$ cat src/rtl/delay_sum_beamformer.sv
// delay_sum_beamformer: delay-and-sum of two buffered transducer channels, one beam per accepted pointer pair.
// Define BEAM_AVG_EN to output the average (A+B)>>>1 instead of the full-precision sum.
module delay_sum_beamformer #(
  parameter int PTR_LEN      = 4,
  parameter int DEPTH        = 16,
  parameter int DATA_W       = 12,
  parameter int FOCAL_POINTS = 16,
  parameter int SCAN_LINES   = 2
) (
  input  logic                      Clk,
  input  logic                      reset,
  input  logic                      line_start_in,
  input  logic                      sample_valid_in,
  input  logic signed [DATA_W-1:0]  sample_A_in,
  input  logic signed [DATA_W-1:0]  sample_B_in,
  input  logic                      focal_valid_in,
  input  logic [PTR_LEN-1:0]        transducer_A_focal_point_in,
  input  logic [PTR_LEN-1:0]        transducer_B_focal_point_in,
  output logic                      focal_ready_out,
  output logic signed [DATA_W:0]    beam_out,
  output logic                      beam_valid_out,
  output logic                      line_done_out,
  output logic                      frame_done_out
);
  localparam int FW = PTR_LEN + 1;
  localparam int BW = $clog2(FOCAL_POINTS + 1);
  localparam int LW = $clog2(SCAN_LINES + 1);
  typedef enum logic [1:0] {IDLE, FILL, ACTIVE, DRAIN} state_t;
  state_t state, state_nxt;
  logic [PTR_LEN-1:0] wr_ptr, rd_addr_a, rd_addr_b;
  logic [FW-1:0] fill_count;
  logic [BW-1:0] beam_cnt;
  logic [LW-1:0] line_cnt;
  logic signed [DATA_W-1:0] mem_a [DEPTH];
  logic signed [DATA_W-1:0] mem_b [DEPTH];
  logic signed [DATA_W-1:0] rd_a, rd_b;
  logic signed [DATA_W:0] sum, beam;
  logic wr_en, accept, last_accept, s1_valid, s1_last, s1_out, fill_done;
  assign wr_en       = sample_valid_in && state != IDLE && !line_start_in;
  assign accept      = focal_valid_in && focal_ready_out && !line_start_in;
  assign last_accept = accept && beam_cnt == BW'(FOCAL_POINTS - 1);
  assign fill_done   = fill_count == FW'(DEPTH) || (wr_en && fill_count == FW'(DEPTH - 1));
  assign rd_addr_a   = wr_ptr - PTR_LEN'(1) - transducer_A_focal_point_in;
  assign rd_addr_b   = wr_ptr - PTR_LEN'(1) - transducer_B_focal_point_in;
  assign s1_out      = s1_valid && !line_start_in;
  assign sum         = (DATA_W+1)'(rd_a) + (DATA_W+1)'(rd_b);
`ifdef BEAM_AVG_EN
  assign beam = sum >>> 1;
`else
  assign beam = sum;
`endif
  always_ff @(posedge Clk or posedge reset)
    if (reset) state <= IDLE;
    else state <= state_nxt;
  always_comb
    state_nxt = line_start_in                    ? FILL   :
                (state == FILL && fill_done)     ? ACTIVE :
                last_accept                      ? DRAIN  :
                (state == DRAIN && line_done_out) ? IDLE   : state;
  always_comb focal_ready_out = state == ACTIVE;
  // Reads sample the RAM before this cycle's write lands (read-before-write).
  always_ff @(posedge Clk) begin
    if (wr_en) begin
      mem_a[wr_ptr] <= sample_A_in;
      mem_b[wr_ptr] <= sample_B_in;
    end
    rd_a <= mem_a[rd_addr_a];
    rd_b <= mem_b[rd_addr_b];
  end
  always_ff @(posedge Clk or posedge reset)
    if (reset) begin
      wr_ptr         <= '0;
      fill_count     <= '0;
      beam_cnt       <= '0;
      line_cnt       <= '0;
      s1_valid       <= 1'b0;
      s1_last        <= 1'b0;
      beam_out       <= '0;
      beam_valid_out <= 1'b0;
      line_done_out  <= 1'b0;
      frame_done_out <= 1'b0;
    end else begin
      wr_ptr         <= line_start_in ? '0 : wr_en ? wr_ptr + 1'b1 : wr_ptr;
      fill_count     <= line_start_in ? '0 : (wr_en && fill_count != FW'(DEPTH)) ? fill_count + 1'b1 : fill_count;
      beam_cnt       <= (line_start_in || last_accept) ? '0 : accept ? beam_cnt + 1'b1 : beam_cnt;
      s1_valid       <= accept;
      s1_last        <= last_accept;
      beam_valid_out <= s1_out;
      line_done_out  <= s1_out && s1_last;
      frame_done_out <= s1_out && s1_last && line_cnt == LW'(SCAN_LINES - 1);
      if (s1_out) beam_out <= beam;
      if (s1_out && s1_last) line_cnt <= line_cnt == LW'(SCAN_LINES - 1) ? '0 : line_cnt + 1'b1;
    end
endmodule
$ cat config.mk
export PLATFORM = sky130hd
export DESIGN_NAME = delay_sum_beamformer
export DESIGN_NICKNAME = d
export VERILOG_FILES = /design/src/rtl/delay_sum_beamformer.sv
export SDC_FILE = /design/constraint.sdc
export NUM_CORES = 1
export LEC_CHECK = 0
export CORE_UTILIZATION = 55
export CTS_BUF_LIST = sky130_fd_sc_hd__clkbuf_8
export CTS_CLUSTER_DIAMETER = 200
export CTS_CLUSTER_SIZE = 8
export DETAILED_ROUTE_END_ITERATION = 8
export PLACE_DENSITY = 0.72
export SLEW_MARGIN = 20
export SYNTH_ARGS = -nofsm -noshare
export SYNTH_HDL_FRONTEND = slang
export SYNTH_SLANG_ARGS = --single-unit
export TNS_END_PERCENT = 30
$ cat constraint.sdc
create_clock -name Clk -period 5.55 [get_ports Clk]
set_input_delay 1.11 -clock Clk [delete_from_list [all_inputs] [get_ports Clk]]
set_output_delay 1.11 -clock Clk [all_outputs]
set_load 0.02 [all_outputs]
==> impl_results.md, run 1 <==
* Status: completed
* Worst path cell trace: inv_1, ha_1, fa_4, buf_12, mux2i_1, mux2_1, o21ai_0, nand3_1, o2bb2a_1
* CP Max Fanout at 51
* Port buffer count at 53
* Largest net degree at the start of global routing at 52
* Global-route usage over all layers at 0.235
* Fill cells at 2314
* GPL Wtd Cong at 0.809
* Initial Utilization at 0.562
* Post-Syn Nets at 1088
* Critical path type: reg -> reg
* Htree depth at 2
* Global-route wire length before repair at 58300 um
* Num ports at 54
* Die height at 185 um
* DRT Wirelength at 38900 um
* Die X-Extent at 185 um
* Gate Count Post-Synth at 1020
* Via/cell ratio at 6.02
* Max Used Layer: met4
* Crit path DAT at 4.18 ns
* WL met1 at 16800 um
* Pre-CTS WS at 1.37 ns
* Slowest cell on crit path: fa_4
* Nets at 1181
* Critical Path End Type: register
* Setup Fix Bufs, Post-CTS at 0
* Ys Warns at 0
* Vias in the first global route at 9719
* Core ar. at 0.0328 mm^2
* Fin Setup TNS at 0 ns
* Reg2reg start: wr_ptr[0]$_DFFE_PP0P_
* Routed length on met3 at 2590 um
* HPWL Detailed at 21800 um
* Leakage at 7.32 nW
* Final hold vios at 0
* Headroom to the max-slew limit at 0.259
* FF+latch count, synth at 444
* Worst-path clk slew at 0.07 ns
* CTS tree: yes
* Routed wl met2 at 18800 um
* Worst Tran Pin Value at 1.11 ns
* Hold WC Path Type: reg -> reg
* TritonCTS buffer count at 61
* # clock sinks at 444
* Primary FF master, synth: edfxtp_1
* Unrepaired setup endpoints after global routing: no
* Post-DRT Antenna Nets at 0
* Post-synth EDFFs at 384
* Final Skew at 0.0300 ns
* CP Launch Type: register
* Worst Setup SP: wr_ptr[0]$_DFFE_PP0P_
* Syn Area/Cell at 18.1 um^2
* Final Critical Period at 3.64 ns
* Worst skew pair latency at 0.63 ns
* WP data required at 6.10 ns
* Post-CTS Resized at 0
* Initial DRC count at 922
* Diodes inserted at 0
* Via Count at 9658
* Final Max Slew Viols at 0
* Fraction of layout instances using a drive strength above 1 at 0.197
* Total power at 8.26 mW
* Crit share post-route at 0.655
* Initial antenna violation count at 0
* Max IR drop VDD at 0.181 mV
* Synth unique cells at 60
* Area Growth Syn to Fin at 12.8%
* Final setup viols at 0
* # rows at 66
* Grt ovf at 0
* Crit path max-delay family: adder cells
* Cell Area, Synth at 0.0184 mm^2
* Fraction of registers with async set/reset at 0.0811
* Die footprint at 0.0343 mm^2
* Clock Path Buffers at 3
* WP buf/inv at 2
* Fmax at 0.275 GHz
* TritonRoute pass-1 iters at 6
* Power Density at 397 mW/mm^2
* # hold bufs at CTS at 0
* Final core occ at 0.635
* Hold path startpoint: line_cnt[1]$_DFFE_PP0P_
* CTS Root Cell: clkbuf_8
* Wire length per cell at 24.3 um
* Register area share after synthesis at 0.700
* DRC at 0
* Maxcap violations at 0
* Worst path max stage delay at 1.06 ns
* PnR worst setup slack at 1.91 ns
synth_stat cells, drive strengths merged, types with 2 or more instances:
| cell type | n | area share |
|---|---|---|
| xnor2 | 10 | 0.0064 |
| a211oi | 4 | 0.0016 |
| a21oi | 18 | 0.0051 |
| inv | 21 | 0.0043 |
| xor2 | 9 | 0.0043 |
| o21ai | 18 | 0.0049 |
| ha | 28 | 0.019 |
| a31oi | 4 | 0.0014 |
| nor2b | 2 | 0.00081 |
| a221oi | 13 | 0.0099 |
| xnor3 | 2 | 0.0024 |
| nand4 | 14 | 0.0048 |
| o21a | 3 | 0.0012 |
| o31ai | 2 | 0.00081 |
| mux4 | 73 | 0.089 |
| clkbuf | 15 | 0.0031 |
| and3 | 2 | 0.00068 |
| mux2 | 23 | 0.014 |
| buf | 35 | 0.014 |
| or3 | 3 | 0.0010 |
| a21o | 7 | 0.0029 |
| edfxtp | 384 | 0.63 |
| dfxtp | 24 | 0.026 |
| and2 | 3 | 0.0010 |
| dfrtp | 36 | 0.049 |
| nand3 | 27 | 0.0073 |
| nand2b | 3 | 0.0010 |
| mux2i | 105 | 0.057 |
| nor3 | 4 | 0.0017 |
| nor3b | 2 | 0.00081 |
| nand2 | 36 | 0.0073 |
| nand3b | 3 | 0.0012 |
| fa | 3 | 0.0033 |
| nor2 | 45 | 0.0092 |
| o211ai | 25 | 0.010 |
registers in the layout (all words and copies together) (netlist names), 2 cells and up:
name / flops
wr_ptr: 4
mem_b: 192
line_cnt: 2
beam_cnt: 5
rd_b: 12
fill_count: 5
mem_a: 192
rd_a: 12
beam_out: 13
state: 2
cells by family (layout without fill, tap and decap cells):
kind of cell	count (synthesis)	count (layout)	share of synthesized area
buf+inv	71	213	0.0216
xor+xnor	21	21	0.0131
fa+ha+maj	31	31	0.0223
simple gates	147	147	0.0383
flops	444	444	0.700
mux	201	201	0.160
compound gates	105	105	0.0442
through the flow:
step	instance area, um^2	hold slack (ns)	cells
detailed placement	19600	0.416	1486
floorplan	18400	0.393	1020
CTS	20600	0.428	1598
global placement	19600	0.403	1486
global route	20800	0.453	1604
finish	20800	0.432	1604
layout by cell type (no fill, tap or decap), types with 17 or more instances in the layout:
cell and n:
a21oi_1 17, buf_4 19, clkbuf_8 61, clkdlybuf4s50_1 53, dfrtp_1 36, dfxtp_1 24
edfxtp_1 384, ha_1 26, inv_1 67, mux2_2 22, mux2i_1 105, mux4_2 73
nand2_1 36, nand3_1 27, nor2_1 29, o211ai_1 25
routing by layer:
layer,vias to the layer above,track usage
met2,343,0.371
met1,4997,0.341
met4,0,0.0681
met3,58,0.0378
li1,4260,-
met5,-,0
path summary, 6_finish.rpt:
path	end	slack [ns]	cells after the start
max	rd_b[10]$_DFF_P_	1.91	9
min	frame_done_out$_DFF_PP0_	0.43	1
max reg2reg	rd_b[10]$_DFF_P_	1.91	9
min reg2reg	frame_done_out$_DFF_PP0_	0.43	1
max in group asynchronous	beam_out[11]$_DFFE_PP0P_	4.29	3
min in group asynchronous	beam_out[5]$_DFFE_PP0P_	0.91	3
area by class of cell:
class	instances	area (um^2)	share of cell area
flip-flops and latches	444	12900	0.621
multi-input cells	505	5300	0.255
repair buffers	80	878	0.0422
clock buffers	61	840	0.0404
well taps	442	553	0.0266
clock inverters	51	246	0.0118
inverters	21	78.8	0.00379
power breakdown:
| group | leakage (nW) | internal (mW) | switching, mW |
|---|---|---|---|
| registers | 4.15 | 3.78 | 0.0995 |
| logic | 2.45 | 0.963 | 1.19 |
| clock network | 0.717 | 1.07 | 1.17 |
| total | 7.32 | 5.81 | 2.46 |
Note: power is estimated with default switching activity, not from simulation.
==> run 2, diff against run 1 <==
--- a/config.mk
+++ b/config.mk
@@ -10,7 +10,7 @@
 export CTS_CLUSTER_DIAMETER = 200
 export CTS_CLUSTER_SIZE = 8
 export DETAILED_ROUTE_END_ITERATION = 8
-export PLACE_DENSITY = 0.72
+export PLACE_DENSITY = 0.75
 export SLEW_MARGIN = 20
 export SYNTH_ARGS = -nofsm -noshare
 export SYNTH_HDL_FRONTEND = slang
==> constraint.sdc (replaced) <==
create_clock -name Clk -period 3 [get_ports Clk]
set_input_delay 0.6 -clock Clk [delete_from_list [all_inputs] [get_ports Clk]]
set_output_delay 0.6 -clock Clk [all_outputs]
set_load 0.02 [all_outputs]
==> impl_results.md, run 2 (synthesis results as in run 1) <==
* Die height at 185 um
* Grt ovf at 0
* PnR worst setup slack at 0.179 ns
* Crit-path most repeated cell: buf_12
* # rows at 66
* Fin Setup TNS at 0 ns
* Fmax at 0.354 GHz
* Slowest cell on crit path: fa_4
* Final core occ at 0.652
* Reg2reg start: wr_ptr[1]$_DFFE_PP0P_
* Pre-CTS WS at -0.341 ns
* Final Critical Period at 2.82 ns
* Design area at 0.0214 mm^2
* Largest net degree at the start of global routing at 37
* Worst-path clk slew at 0.07 ns
* Core ar. at 0.0328 mm^2
* Placed cell areas at 0.0202 mm^2
* Hold WC Path Type: in -> async
* Global-route usage over all layers at 0.239
* Commonest cells after routing, fill and taps aside: 384 x edfxtp_1, 105 x mux2i_1, 73 x mux4_2
* HPWL Detailed at 23800 um
* TritonRoute pass-1 iters at 5
* TritonCTS buffer count at 61
* FF-to-FF End: rd_b[7]$_DFF_P_
* R2R Setup Slk at 0.18 ns
* WP data required at 3.52 ns
* Worst Setup SP: wr_ptr[1]$_DFFE_PP0P_
* Hold_ws at 0.403 ns
* Worst skew pair latency at 0.62 ns
* Met3 Use GR at 0.0413
* Fraction of layout instances using a drive strength above 1 at 0.231
* Via Count at 9736
* Post-DRT Antenna Nets at 0
* Placed Instances at 1540
* Total power at 15.6 mW
* GPL Wtd Cong at 0.848
* Met1 Resource Use GR at 0.336
* Unrepaired setup endpoints after global routing: no
* R2R cell count at 10
* CP Max Fanout at 15
* # clock sinks at 444
* Final Skew at 0.0341 ns
* Critical Path End Type: register
* Vias in the first global route at 9812
* Headroom to the max-slew limit at 0.581
* CTS Root Cell: clkbuf_8
* DRC at 0
* Via/cell ratio at 5.87
* Max IR drop VDD at 0.375 mV
* Largest registers: mem_a: 192 flops, mem_b: 192 flops, beam_out: 13 flops
* CP Launch Type: register
* Final Max Slew Viols at 0
* Worst path max stage delay at 0.82 ns
* Nets at 1233
* Crit share post-route at 0.940
* Initial Utilization at 0.562
* Global-route wire length before repair at 59000 um
* Leakage at 7.67 nW
* Num ports at 54
* Area Growth Syn to Fin at 16.0%
* Final setup viols at 0
* CTS tree: yes
* Wire length per cell at 23.5 um
* Die X-Extent at 185 um
* Htree depth at 2
* Maxcap violations at 0
* Status: completed
* Grt met2 use at 0.384
* Clock Path Buffers at 3
* Port buffer count at 53
* Initial DRC count at 853
* DRT Wirelength at 39000 um
* Most used routing layer: met2
* Crit path DAT at 3.34 ns
* Worst path cell trace: inv_1, ha_2, fa_4, buf_12, buf_12, mux2i_1, mux2_2, o211ai_1, nand4_1, a221oi_2
* Final hold vios at 0
* Critical path type: reg -> reg
* Final non-filler cell total at 1658
* CP Capture Point: rd_b[7]$_DFF_P_
* Commonest non-fill, non-tap cell in the layout: edfxtp_1
* Initial antenna violation count at 1
* Diodes inserted at 0
* Power Density at 730 mW/mm^2
* Die footprint at 0.0343 mm^2
* # hold bufs at CTS at 0
* Worst Tran Pin Value at 0.626 ns
-- run 2: cell count changes in the layout (fill, tap and decap cells not counted), sizes merged --
cell,before,now
buf,27,78
clkinv,2,0
clkinvlp,1,0
inv,68,72
clkbuf,61,63
-- run 2: power by group --
group          internal, mW  switching [mW]
logic                  2.08            2.26
registers              6.99           0.190
clock network          1.99            2.11
-- run 2: area by class of cell --
type                       count  area [um^2]
clock buffer                  62          853
clock inverter                52          226
fill                        2246        11400
inverter                      21         78.8
multi-input combinational    505         5300
sequential                   444        12900
tap                          442          553
timing repair buffer         132         1460
-- run 2: how the worst min path moves through the flow --
stage	startpoint	to	cells after the start
floorplan	line_cnt[1]$_DFFE_PP0P_	frame_done_out$_DFF_PP0_	1
global placement	line_cnt[1]$_DFFE_PP0P_	frame_done_out$_DFF_PP0_	1
CTS	reset	wr_ptr[3]$_DFFE_PP0P_	3
detailed placement	line_cnt[1]$_DFFE_PP0P_	frame_done_out$_DFF_PP0_	1
finish	reset	wr_ptr[3]$_DFFE_PP0P_	3
global route	line_cnt[1]$_DFFE_PP0P_	frame_done_out$_DFF_PP0_	1
-- run 2: layer usage --
metal	part of all wire	wire length, um
met2	0.49	19300
met3	0.070	2750
met5	0.00026	10
met4	0.019	726
met1	0.42	16200
-- run 2: worst max-delay path: cells and delay by family (launching register included) --
kind,cells,cell delay (ns)
adders and majority gates,2,1.14
buffers and inverters,3,0.44
DFF,1,0.38
muxes,2,0.36
AOI/OAI and AO/OA,2,0.28
and+or+nand+nor,1,0.11
-- run 2: what timing repair did --
action	4_1_cts	5_1_grt
gates resized for setup	0	2
hold endpoints to repair	0	0
setup endpoints to repair	0	6
setup buffers	0	3
==> run 3, diff against run 2 <==
--- a/config.mk
+++ b/config.mk
@@ -5,12 +5,15 @@
 export SDC_FILE = /design/constraint.sdc
 export NUM_CORES = 1
 export LEC_CHECK = 0
-export CORE_UTILIZATION = 55
+export CELL_PAD_IN_SITES_DETAIL_PLACEMENT = 0
+export CELL_PAD_IN_SITES_GLOBAL_PLACEMENT = 1
+export CORE_UTILIZATION = 50
 export CTS_BUF_LIST = sky130_fd_sc_hd__clkbuf_8
 export CTS_CLUSTER_DIAMETER = 200
 export CTS_CLUSTER_SIZE = 8
 export DETAILED_ROUTE_END_ITERATION = 8
-export PLACE_DENSITY = 0.75
+export HOLD_SLACK_MARGIN = 0.06
+export PLACE_DENSITY_LB_ADDON = 0.1
 export SLEW_MARGIN = 20
 export SYNTH_ARGS = -nofsm -noshare
 export SYNTH_HDL_FRONTEND = slang
==> impl_results.md, run 3 (synthesis results as in run 1) <==
* Final Critical Period at 2.86 ns
* Largest registers: mem_a: 192 flops, mem_b: 192 flops, beam_out: 13 flops
* Htree depth at 2
* Post-DRT Antenna Nets at 0
* Final non-filler cell total at 1671
* Num ports at 54
* WP buf/inv at 2
* HPWL Detailed at 24400 um
* Status: completed
* TritonCTS buffer count at 61
* Wire length per cell at 24.8 um
* Diodes inserted at 0
* Final hold vios at 0
* Critical Path End Type: register
* Global-route wire length before repair at 62800 um
* Final setup viols at 0
* Commonest cells after routing, fill and taps aside: 384 x edfxtp_1, 105 x mux2i_1, 73 x mux4_2
* Die footprint at 0.0376 mm^2
* GPL Wtd Cong at 0.801
* Power Density at 734 mW/mm^2
* Worst path cell trace: inv_1, ha_1, fa_4, buf_4, mux2i_1, mux2_2, o211ai_1, nand4_1, a221oi_2
* Grt ovf at 0
* CTS Root Cell: clkbuf_8
* Headroom to the max-slew limit at 0.591
* Crit share post-route at 0.952
* Crit path max-delay family: adder cells
* Core ar. at 0.0359 mm^2
* Unrepaired setup endpoints after global routing: no
* CTS tree: yes
* Largest net degree at the start of global routing at 37
* Worst skew pair latency at 0.66 ns
* Initial Utilization at 0.513
* # rows at 69
* Maxcap violations at 0
* Clock Path Buffers at 3
* Die height at 194 um
* Hold_ws at 0.359 ns
* Leakage at 7.62 nW
* DRC at 0
* Final Max Slew Viols at 0
* Commonest non-fill, non-tap cell in the layout: edfxtp_1
* Placed Instances at 1557
* Slowest cell on crit path: fa_4
* Port buffer count at 53
* Hold WC Path Type: in -> async
* Fraction of layout instances using a drive strength above 1 at 0.227
* Worst Tran Pin Value at 0.612 ns
* # hold bufs at CTS at 0
* Global-route usage over all layers at 0.229
* Fmax at 0.350 GHz
* # clock sinks at 444
* Post-CTS Resized at 0
* Via Count at 9599
* Worst path max stage delay at 0.91 ns
* Initial antenna violation count at 0
* Area Growth Syn to Fin at 15.8%
* Vias in the first global route at 9962
* Nets at 1227
* Final Skew at 0.0343 ns
* Setup Fix Bufs, Post-CTS at 0
* Critical path type: reg -> reg
* TritonRoute pass-1 iters at 5
* Fin Setup TNS at 0 ns
* Initial DRC count at 632
* CP Launch Type: register
* DRT Wirelength at 41500 um
* Die X-Extent at 194 um
* CP Max Fanout at 6
* Max IR drop VDD at 0.401 mV
* Via/cell ratio at 5.74
* Crit path DAT at 3.41 ns
* Worst-path clk slew at 0.07 ns
* WP data required at 3.55 ns
==> run 3: report_power, final <==
part           internal [mW]  switching [mW]
sequential              6.99           0.205
clock                   2.01            2.18
combinational           1.99            2.28
total                   11.0            4.67
==> run 3: path summary, 6_finish.rpt <==
kind                                    startpoint                       end  slack [ns]  depth (start not counted)
setup reg to reg             wr_ptr[0]$_DFFE_PP0P_           rd_b[3]$_DFF_P_        0.14                          9
max in group asynchronous                    reset  beam_out[10]$_DFFE_PP0P_        2.29                          3
min in group Clk           line_cnt[1]$_DFFE_PP0P_  frame_done_out$_DFF_PP0_        0.41                          1
hold reg to reg            line_cnt[1]$_DFFE_PP0P_  frame_done_out$_DFF_PP0_        0.41                          1
hold / removal                               reset     wr_ptr[1]$_DFFE_PP0P_        0.36                          3
setup / recovery             wr_ptr[0]$_DFFE_PP0P_           rd_b[3]$_DFF_P_        0.14                          9
==> run 3: metrics by stage <==
step | utilization | power (mW) | area (um^2) | worst slack [ns]
4_1_cts | 0.594 | 15.8 | 21300 | 0.145
6_report | 0.594 | 15.7 | 21300 | 0.143
5_1_grt | 0.594 | 16.4 | 21300 | 0.0206
3_3_place_gp | 0.564 | 11.6 | 20300 | -0.277
3_5_place_dp | 0.564 | 11.6 | 20300 | -0.262
2_1_floorplan | - | 10.2 | 18400 | 0.259
==> run 3: layout make-up <==
cell class,instances,area [um^2]
Fill cell,2742,14600
Sequential cell,444,12900
Multi-Input combinational cell,505,5300
Timing Repair Buffer,126,1390
Clock buffer,63,867
Tap cell,461,577
Clock inverter,51,221
Inverter,21,78.8
==> run 3: worst register-to-register path, cell delays in order (launching register included) <==
cell      delay [ns]
dfrtp_1         0.35
inv_1           0.09
ha_1            0.39
fa_4            0.91
buf_4           0.20
mux2i_1         0.08
mux2_2          0.28
o211ai_1        0.09
nand4_1         0.12
a221oi_2        0.25
==> run 3: per-layer routing <==
metal	share of wire	GRT usage	vias up
met5	0	0	-
met4	0.018	0.0679	0
met3	0.045	0.0372	52
met2	0.48	0.363	209
met1	0.46	0.329	4978
li1	-	-	4360
